$ cat src/rtl/alu_req_arbiter_pkg.sv
// Shared types and constants for the two-requester ALU front end.
package alu_req_arbiter_pkg;

  // Controller states: idle/arbitrating, waiting on the ALU, holding a response.
  typedef enum logic [1:0] {
    ST_IDLE = 2'd0,
    ST_EXEC = 2'd1,
    ST_RESP = 2'd2
  } state_t;

  // ALU_FUN[3:2] selects which ALU sub-block produces the result.
  localparam logic [1:0] FUN_ARITH = 2'b00;
  localparam logic [1:0] FUN_LOGIC = 2'b01;
  localparam logic [1:0] FUN_CMP   = 2'b10;
  localparam logic [1:0] FUN_SHIFT = 2'b11;

endpackage

$ cat src/rtl/alu_req_arbiter_rr_arbiter2.sv
// Two-way round-robin grant: a lone requester always wins; on a tie the
// requester that was not granted last time wins.
module rr_arbiter2
  import alu_req_arbiter_pkg::*;
(
  input  logic [1:0] req_valid,
  input  logic       last_grant,
  output logic [1:0] grant
);

  // One-hot grant, all-zero when nobody is requesting.
  always_comb begin
    grant = 2'b00;
    case (req_valid)
      2'b01:   grant = 2'b01;
      2'b10:   grant = 2'b10;
      2'b11:   grant = last_grant ? 2'b01 : 2'b10;
      default: grant = 2'b00;
    endcase
  end

endmodule

$ cat src/rtl/alu_req_arbiter.sv
// Shares one ALU_Top between two requesters: round-robin accept, drive the
// ALU operands, wait out the ALU latency, capture the selected sub-block
// result and return it with the requester id.
module alu_req_arbiter
  import alu_req_arbiter_pkg::*;
#(
  parameter int IN_DATA_WIDTH = 16,
  parameter int OP_DATA_WIDTH = 32,
  parameter int ALU_LATENCY   = 1
) (
  input  logic                       clk,
  input  logic                       rst,
  input  logic [1:0]                 req_valid,
  output logic [1:0]                 req_ready,
  input  logic [2*IN_DATA_WIDTH-1:0] req_a,
  input  logic [2*IN_DATA_WIDTH-1:0] req_b,
  input  logic [7:0]                 req_fun,
  output logic                       rsp_valid,
  input  logic                       rsp_ready,
  output logic                       rsp_id,
  output logic [OP_DATA_WIDTH-1:0]   rsp_data,
  output logic                       rsp_carry,
  output logic                       rsp_flag,
  output logic                       busy,
  output logic [IN_DATA_WIDTH-1:0]   alu_a,
  output logic [IN_DATA_WIDTH-1:0]   alu_b,
  output logic [3:0]                 alu_fun,
  input  logic [OP_DATA_WIDTH-1:0]   alu_arith_out,
  input  logic                       alu_carry_out,
  input  logic                       alu_arith_flag,
  input  logic [IN_DATA_WIDTH-1:0]   alu_logic_out,
  input  logic                       alu_logic_flag,
  input  logic [IN_DATA_WIDTH-1:0]   alu_cmp_out,
  input  logic                       alu_cmp_flag,
  input  logic [IN_DATA_WIDTH-1:0]   alu_shift_out,
  input  logic                       alu_shift_flag
);

  // Counter must reach ALU_LATENCY; it restarts at zero on every accept.
  localparam int CNT_W = (ALU_LATENCY < 1) ? 1 : $clog2(ALU_LATENCY + 1);

  state_t           state;
  logic             last_grant;
  logic [1:0]       grant;
  logic             winner;
  logic             accept;
  logic             id_q;
  logic [1:0]       fun_class;
  logic [CNT_W-1:0] cnt;

  rr_arbiter2 u_rr (
    .req_valid  (req_valid),
    .last_grant (last_grant),
    .grant      (grant)
  );

  // Grant is only offered while idle, so EXEC/RESP never accept.
  assign req_ready = (state == ST_IDLE) ? grant : 2'b00;
  assign accept    = |req_ready;
  assign winner    = grant[1];
  assign busy      = (state != ST_IDLE);

  // Sequencer: accept -> drive ALU -> capture after latency -> hold response.
  always_ff @(posedge clk) begin
    if (rst) begin
      state      <= ST_IDLE;
      last_grant <= 1'b1;
      id_q       <= 1'b0;
      fun_class  <= FUN_ARITH;
      cnt        <= '0;
      alu_a      <= '0;
      alu_b      <= '0;
      alu_fun    <= '0;
      rsp_valid  <= 1'b0;
      rsp_id     <= 1'b0;
      rsp_data   <= '0;
      rsp_carry  <= 1'b0;
      rsp_flag   <= 1'b0;
    end else begin
      case (state)
        ST_IDLE: begin
          if (accept) begin
            alu_a      <= winner ? req_a[2*IN_DATA_WIDTH-1:IN_DATA_WIDTH] : req_a[IN_DATA_WIDTH-1:0];
            alu_b      <= winner ? req_b[2*IN_DATA_WIDTH-1:IN_DATA_WIDTH] : req_b[IN_DATA_WIDTH-1:0];
            alu_fun    <= winner ? req_fun[7:4] : req_fun[3:0];
            fun_class  <= winner ? req_fun[7:6] : req_fun[3:2];
            id_q       <= winner;
            last_grant <= winner;
            cnt        <= '0;
            state      <= ST_EXEC;
          end
        end
        ST_EXEC: begin
          if (cnt == CNT_W'(ALU_LATENCY)) begin
            rsp_valid <= 1'b1;
            rsp_id    <= id_q;
            rsp_carry <= 1'b0;
            case (fun_class)
              FUN_ARITH: begin
                rsp_data  <= alu_arith_out;
                rsp_carry <= alu_carry_out;
                rsp_flag  <= alu_arith_flag;
              end
              FUN_LOGIC: begin
                rsp_data <= OP_DATA_WIDTH'(alu_logic_out);
                rsp_flag <= alu_logic_flag;
              end
              FUN_CMP: begin
                rsp_data <= OP_DATA_WIDTH'(alu_cmp_out);
                rsp_flag <= alu_cmp_flag;
              end
              default: begin
                rsp_data <= OP_DATA_WIDTH'(alu_shift_out);
                rsp_flag <= alu_shift_flag;
              end
            endcase
            state <= ST_RESP;
          end else begin
            cnt <= cnt + 1'b1;
          end
        end
        ST_RESP: begin
          if (rsp_ready) begin
            rsp_valid <= 1'b0;
            state     <= ST_IDLE;
          end
        end
        default: state <= ST_IDLE;
      endcase
    end
  end

endmodule

$ cat config.mk
export PLATFORM = sky130hd
export DESIGN_NAME = alu_req_arbiter
export DESIGN_NICKNAME = d
export VERILOG_FILES = /design/src/rtl/alu_req_arbiter_pkg.sv /design/src/rtl/alu_req_arbiter_rr_arbiter2.sv /design/src/rtl/alu_req_arbiter.sv
export SDC_FILE = /design/constraint.sdc
export NUM_CORES = 1
export LEC_CHECK = 0
export BUFFER_PORTS_ARGS = -buffer_cell sky130_fd_sc_hd__buf_2
export CAP_MARGIN = 10
export CORE_UTILIZATION = 30
export CTS_BUF_LIST = sky130_fd_sc_hd__clkbuf_8
export DETAILED_ROUTE_END_ITERATION = 12
export SLEW_MARGIN = 30
export SYNTH_ARGS = -nofsm -noshare
export SYNTH_HDL_FRONTEND = slang
export SYNTH_SLANG_ARGS = --single-unit
$ cat constraint.sdc
create_clock -name clk -period 1.95 [get_ports clk]
set_input_delay 0.0975 -clock clk [delete_from_list [all_inputs] [get_ports clk]]
set_output_delay 0.0975 -clock clk [all_outputs]
set_load 0.02 [all_outputs]
== After elaboration in Yosys (flattened, before gate mapping) ==
Cells that the tools add are included.
Operators by class
  add/sub/neg operators: 1
  $mul: 0
  divide/modulo/power cells: 0
  $lt $le $gt $ge: 0
  equality and inequality tests: 10
  shift-type cells: 0
  multiplexer cells: 20
  bitwise logic cells: 0
  reductions and logical operators: 11
Operator list (count)
  $pmux W32 S3: 1
  $mux W16: 2
  $mux W2: 6
  $pmux W2 S3: 2
  $eq A2 B2 Y1 const B: 4
  $eq A2 B1 Y1 const B: 3
  $ne A2 B2 Y1 const B: 3
  $reduce_and A2 Y1: 3
  $reduce_and A3 Y1: 2
  $reduce_bool A2 Y1: 3
  $mux W1: 5
  $logic_not A2 Y1: 2
  $mux W4: 1
  $pmux W1 S2: 2
  $pmux W1 S3: 1
  $reduce_or A2 Y1: 1
  $add A1 B1 Y1 const B: 1
Word-level totals
  register bits: 79
  latch bits: 0
  bits in writable memories: 0
  ROM bits: 0
  input port bits: 162
  output and inout port bits: 75
  memories kept: 0

== Longest topological paths before layout ==
  depth after elaboration: 6
  depth in mapped cells: 6

== Modules after synthesis ==
Synthesis repeated with hierarchy kept, for this count alone.
Second synthesis, totals
  cell total of the unflattened synthesis: 373
  area, all modules: 3646.0 sq um
By module, submodules not included
  alu_req_arbiter: instances 1, cells each 370, area an instance 3627.2 sq um
  rr_arbiter2: instances 1, cells each 3, area an instance 18.8 sq um

== Worst setup path after synthesis ==
No wires, ideal clock.
  kind: register to register
  start point: reg alu_fun[2] (netlist name)
  end point: reg rsp_data[10]
  library setup time: 132 ps
  arrival time: 1435 ps
  required time: 1818 ps
  path slack: 383 ps
  stages on the path, launching flop included: 6
  clock period less this slack: 1567 ps
  cells stage by stage: dfxtp_1 buf_6 buf_6 mux4_2 nand2_1 a21oi_1
RTL lines
  end signal: assignment: RTL line alu_req_arbiter.sv:100  | rsp_data <= alu_arith_out;
  end signal: assignment: RTL line alu_req_arbiter.sv:105  | rsp_data <= OP_DATA_WIDTH'(alu_logic_out);
  end signal: assignment: RTL line alu_req_arbiter.sv:109  | rsp_data <= OP_DATA_WIDTH'(alu_cmp_out);
  end: declaration: RTL line alu_req_arbiter.sv:21  | output logic [OP_DATA_WIDTH-1:0] rsp_data,

== Final worst setup path ==
  start point: reg state[0]
  end point: out req_ready[1]
Between the ends
  longest elaborated chain between the ends: 2
Ends and longest elaborated chain
  start: declaration: RTL line alu_req_arbiter.sv:42  | state_t state;
  start signal: assignment: RTL line alu_req_arbiter.sv:66  | state <= ST_IDLE;
  start signal: assignment: RTL line alu_req_arbiter.sv:90  | state <= ST_EXEC;
  start signal: assignment: RTL line alu_req_arbiter.sv:117  | state <= ST_RESP;
  $logic_not A2 Y1: RTL line alu_req_arbiter.sv:58  | assign req_ready = (state == ST_IDLE) ? grant : 2'b00;
  $mux W2: RTL line alu_req_arbiter.sv:58
  end: declaration: RTL line alu_req_arbiter.sv:14  | output logic [1:0] req_ready,
No other way between the ends.

==> run summary <==
In this run the critical register-to-register path is captured at rsp_data[27]. The library cell used most frequently in the layout, excluding fill and tap cells, is sky130_fd_sc_hd__buf_2. The clock skew after layout came out at 0.0118 ns. The repair_antennas step left the layout with diodes totalling 0.

STA classifies the critical path endpoint as a primary output. The warning count from the yosys run is 0. The wire length per cell came out at 14.8 um.

The number of antenna violations at the first check in global routing came to 0. The overall overflow remaining after global route is 0. The synthesized flop and latch total came out at 77. The total global-route track usage is 17.6%. Data on the critical path is required at its endpoint by 1.85 ns.

The part of the Yosys area used for sequential elements is 41.7%. In this run, the number of DRC markers left after iteration 0 of detailed routing was 216. The post-synthesis to final-layout area growth is 43.8%.

The die width came out at 113 um. The count of distinct cell types in the synthesized netlist is 32. The library cells used most frequently in the layout, excluding fill and tap cells, are sky130_fd_sc_hd__buf_2 (236), sky130_fd_sc_hd__dfxtp_1 (77), sky130_fd_sc_hd__a21oi_1 (74). The total of endpoints with negative setup slack in the final report came out at 0. The number of top-level design ports came out at 237. The number of enable-type register cells in the synthesized netlist is 0. The power density over the cells came out at 775 nW/um^2. The start of the worst register-to-register path is state[0]. After synthesis the cells add up to 3700 um^2. The largest net degree at the start of global routing came out at 37. The largest vdd supply drop is 0.000371 V.

The clock buffer count from CTS is 9. The die covers 12800 um^2. The synthesized area divided by synthesized cell count is 9.94 um^2. For the final routed database, the setup TNS stands at 0 ns.

The post-cts gate resize count came out at 0. After legalization and detailed placement, the total HPWL measured 8.26 mm. The flow ran to the end, and the final reports show no timing, DRC or antenna violations. Summed over all layers, the routed wires come to 11.3 mm. The iteration count of the initial detailed-routing pass is 4.

The share of layout cells above drive strength 1 is 49.9%. Summed over all cells, the static leakage comes to 0.00241 uW. The setup check on the worst reg-to-reg path leaves a slack of 0.53 ns. The instance count along the most critical hold path is 3. After detailed routing, the number of remaining DRC violations is 0. The total instance count after detailed placement came out at 732. The cell count of the worst reg-to-reg path came out at 4. Setup repair after global routing left no endpoint under its margin. The max-slew violation count is 0. The tree is rooted in a sky130_fd_sc_hd__clkbuf_8. For this run, the leading register cell type out of synthesis is sky130_fd_sc_hd__dfxtp_1. In this run the most critical hold path is launched from alu_arith_out[16].

The chip height is 113 um. The clock latency at the later pin of the worst-skew pair came out at 0.34 ns. The number of sinks driven by the clock tree is 77. The tightest slew margin relative to the limit came out at 61.9%. The count of input and output buffers is 236. The critical path data arrival time is 1.51 ns. Yosys attributes the largest share of cell area to sky130_fd_sc_hd__dfxtp_1 (42%), sky130_fd_sc_hd__mux4_2 (10%), sky130_fd_sc_hd__a21oi_1 (10%).

The number of standard cells after synthesis came out at 372. At the end of routability-driven placement, the weighted congestion stood at 0.737. The maximum count of clock buffers along a single path is 2. The level count of the clock H-tree came out at 3.

The total number of vias is 3714. The number of filler instances in the final layout is 1191. The maximum operating frequency is 624 MHz. The non-filler instance count after layout came out at 760. The final-report hold violation count came out at 0. The launching element type of the critical path is a flip-flop. The power consumption came out at 4120 uW. The count of nets left with antenna violations once routing finished came out at 0. The final clock period utilization by the worst path is 82.2%.

The wire length of the first global-routing pass is 17.8 mm. The path with the worst hold slack has its endpoint at rsp_data[16]. After detailed routing, the number of vias per cell comes to 4.89. The register clock-pin slew on the reported worst setup and hold paths came out at 0.07 ns.

Summing all multi-input logic gate instances after layout gives 1940 um^2. The effective utilization at floorplan is 30.8%. The core box area came out at 12000 um^2. The number of max-cap violations came out at 0. The post-layout minimum cycle time came out at 1.60 ns. For the pin with the worst max-slew slack, the measured transition is 0.571 ns. The via count of the first global-routing pass is 3637. The critical path is of the reg2out type. In this run the worst hold path is classified as in2reg. When the netlist entered floorplanning its net count stood at 534. The share of flip-flops with an asynchronous set or reset came out at 0%.

The cell taking the most area after synthesis is sky130_fd_sc_hd__dfxtp_1. TritonCTS built the clock tree. The final-stage net count came out at 771. The number of rows created at floorplan came out at 40. The top-area cell type share of the netlist area is 41.7%.

The sequential cell area in the final layout is 1540 um^2. The peak fanout along the critical path came out at 18.
==> metal layers <==
layer	up-vias	GRT usage, %	share of wire (%)
li1	1831	-	-
met1	1721	21.5	44
met2	153	30.1	48
met3	9	4.07	7.0
met4	0	6.40	0.99
met5	-	0	0
==> sequential cells by signal, summed over array words and instances (netlist names), 2 cells and up <==
| signal | cells |
|---|---|
| alu_a | 16 |
| alu_b | 16 |
| alu_fun | 4 |
| rsp_data | 32 |
| state | 2 |
==> cells in the mapped netlist (all sizes together) (2+ instances only) <==
cell / number
a211oi: 36
a21oi: 74
buf: 28
clkbuf: 9
dfxtp: 77
mux2i: 36
mux4: 17
nand2: 53
nand2b: 2
nand3: 17
nor2: 10
==> where the power goes <==
group	leakage (uW)	internal [uW]	switching (uW)
logic	0.00167	511	618
clock network	0.000101	650	571
registers	0.000632	1700	75.3
total	0.00241	2860	1260
==> how the worst max path moves through the flow <==
stage                     from            to  cells after the start
global route          state[0]  req_ready[1]                      4
floorplan           alu_fun[2]  rsp_data[10]                      5
global placement    alu_fun[2]   rsp_data[3]                      4
finish                state[0]  req_ready[1]                      4
CTS                   state[0]  req_ready[0]                      3
detailed placement  last_grant      alu_a[4]                      4
==> stage by stage <==
stage / setup WS, ns / hold slack [ns] / cell area, um^2 / util [%]
3_5_place_dp: 0.529 / 0.363 / 4990 / 41.5
2_1_floorplan: 0.383 / 0.249 / 3700 / -
5_1_grt: 0.213 / 0.00439 / 5320 / 44.3
3_3_place_gp: 0.585 / 0.358 / 4990 / 41.5
4_1_cts: 0.300 / 0.00289 / 5320 / 44.3
6_report: 0.347 / 0.0283 / 5320 / 44.3
==> final cells by class <==
cell class	count	share of cell area [%]
tap	147	3.46
timing repair buffer	263	27.3
sequential	77	29.0
clock buffer	11	2.85
multi-input combinational	257	36.4
inverter	1	0.0706
clock inverter	4	0.894
==> critical path, cell delays in order (launching register included) <==
cell and delay [ns]:
sky130_fd_sc_hd__dfxtp_1 0.41, sky130_fd_sc_hd__nor2_4 0.18, sky130_fd_sc_hd__buf_4 0.27, sky130_fd_sc_hd__and2_1 0.15, sky130_fd_sc_hd__buf_2 0.15
==> kinds of logic after synthesis <==
kind of cell / share of synthesized area, %
AOI/OAI and AO/OA: 21.1
and+or+nand+nor: 10.8
DFF: 41.7
muxes: 20.1
buffers and inverters: 6.29
==> timing repair <==
| item | CTS | global route |
|---|---|---|
| hold buffers | 13 | 0 |
| endpoints found under the hold margin | 13 | 0 |
| endpoints found under the setup margin | 0 | 0 |
| setup buffers | 0 | 0 |
No activity file was read; power rests on OpenSTA's default activity.
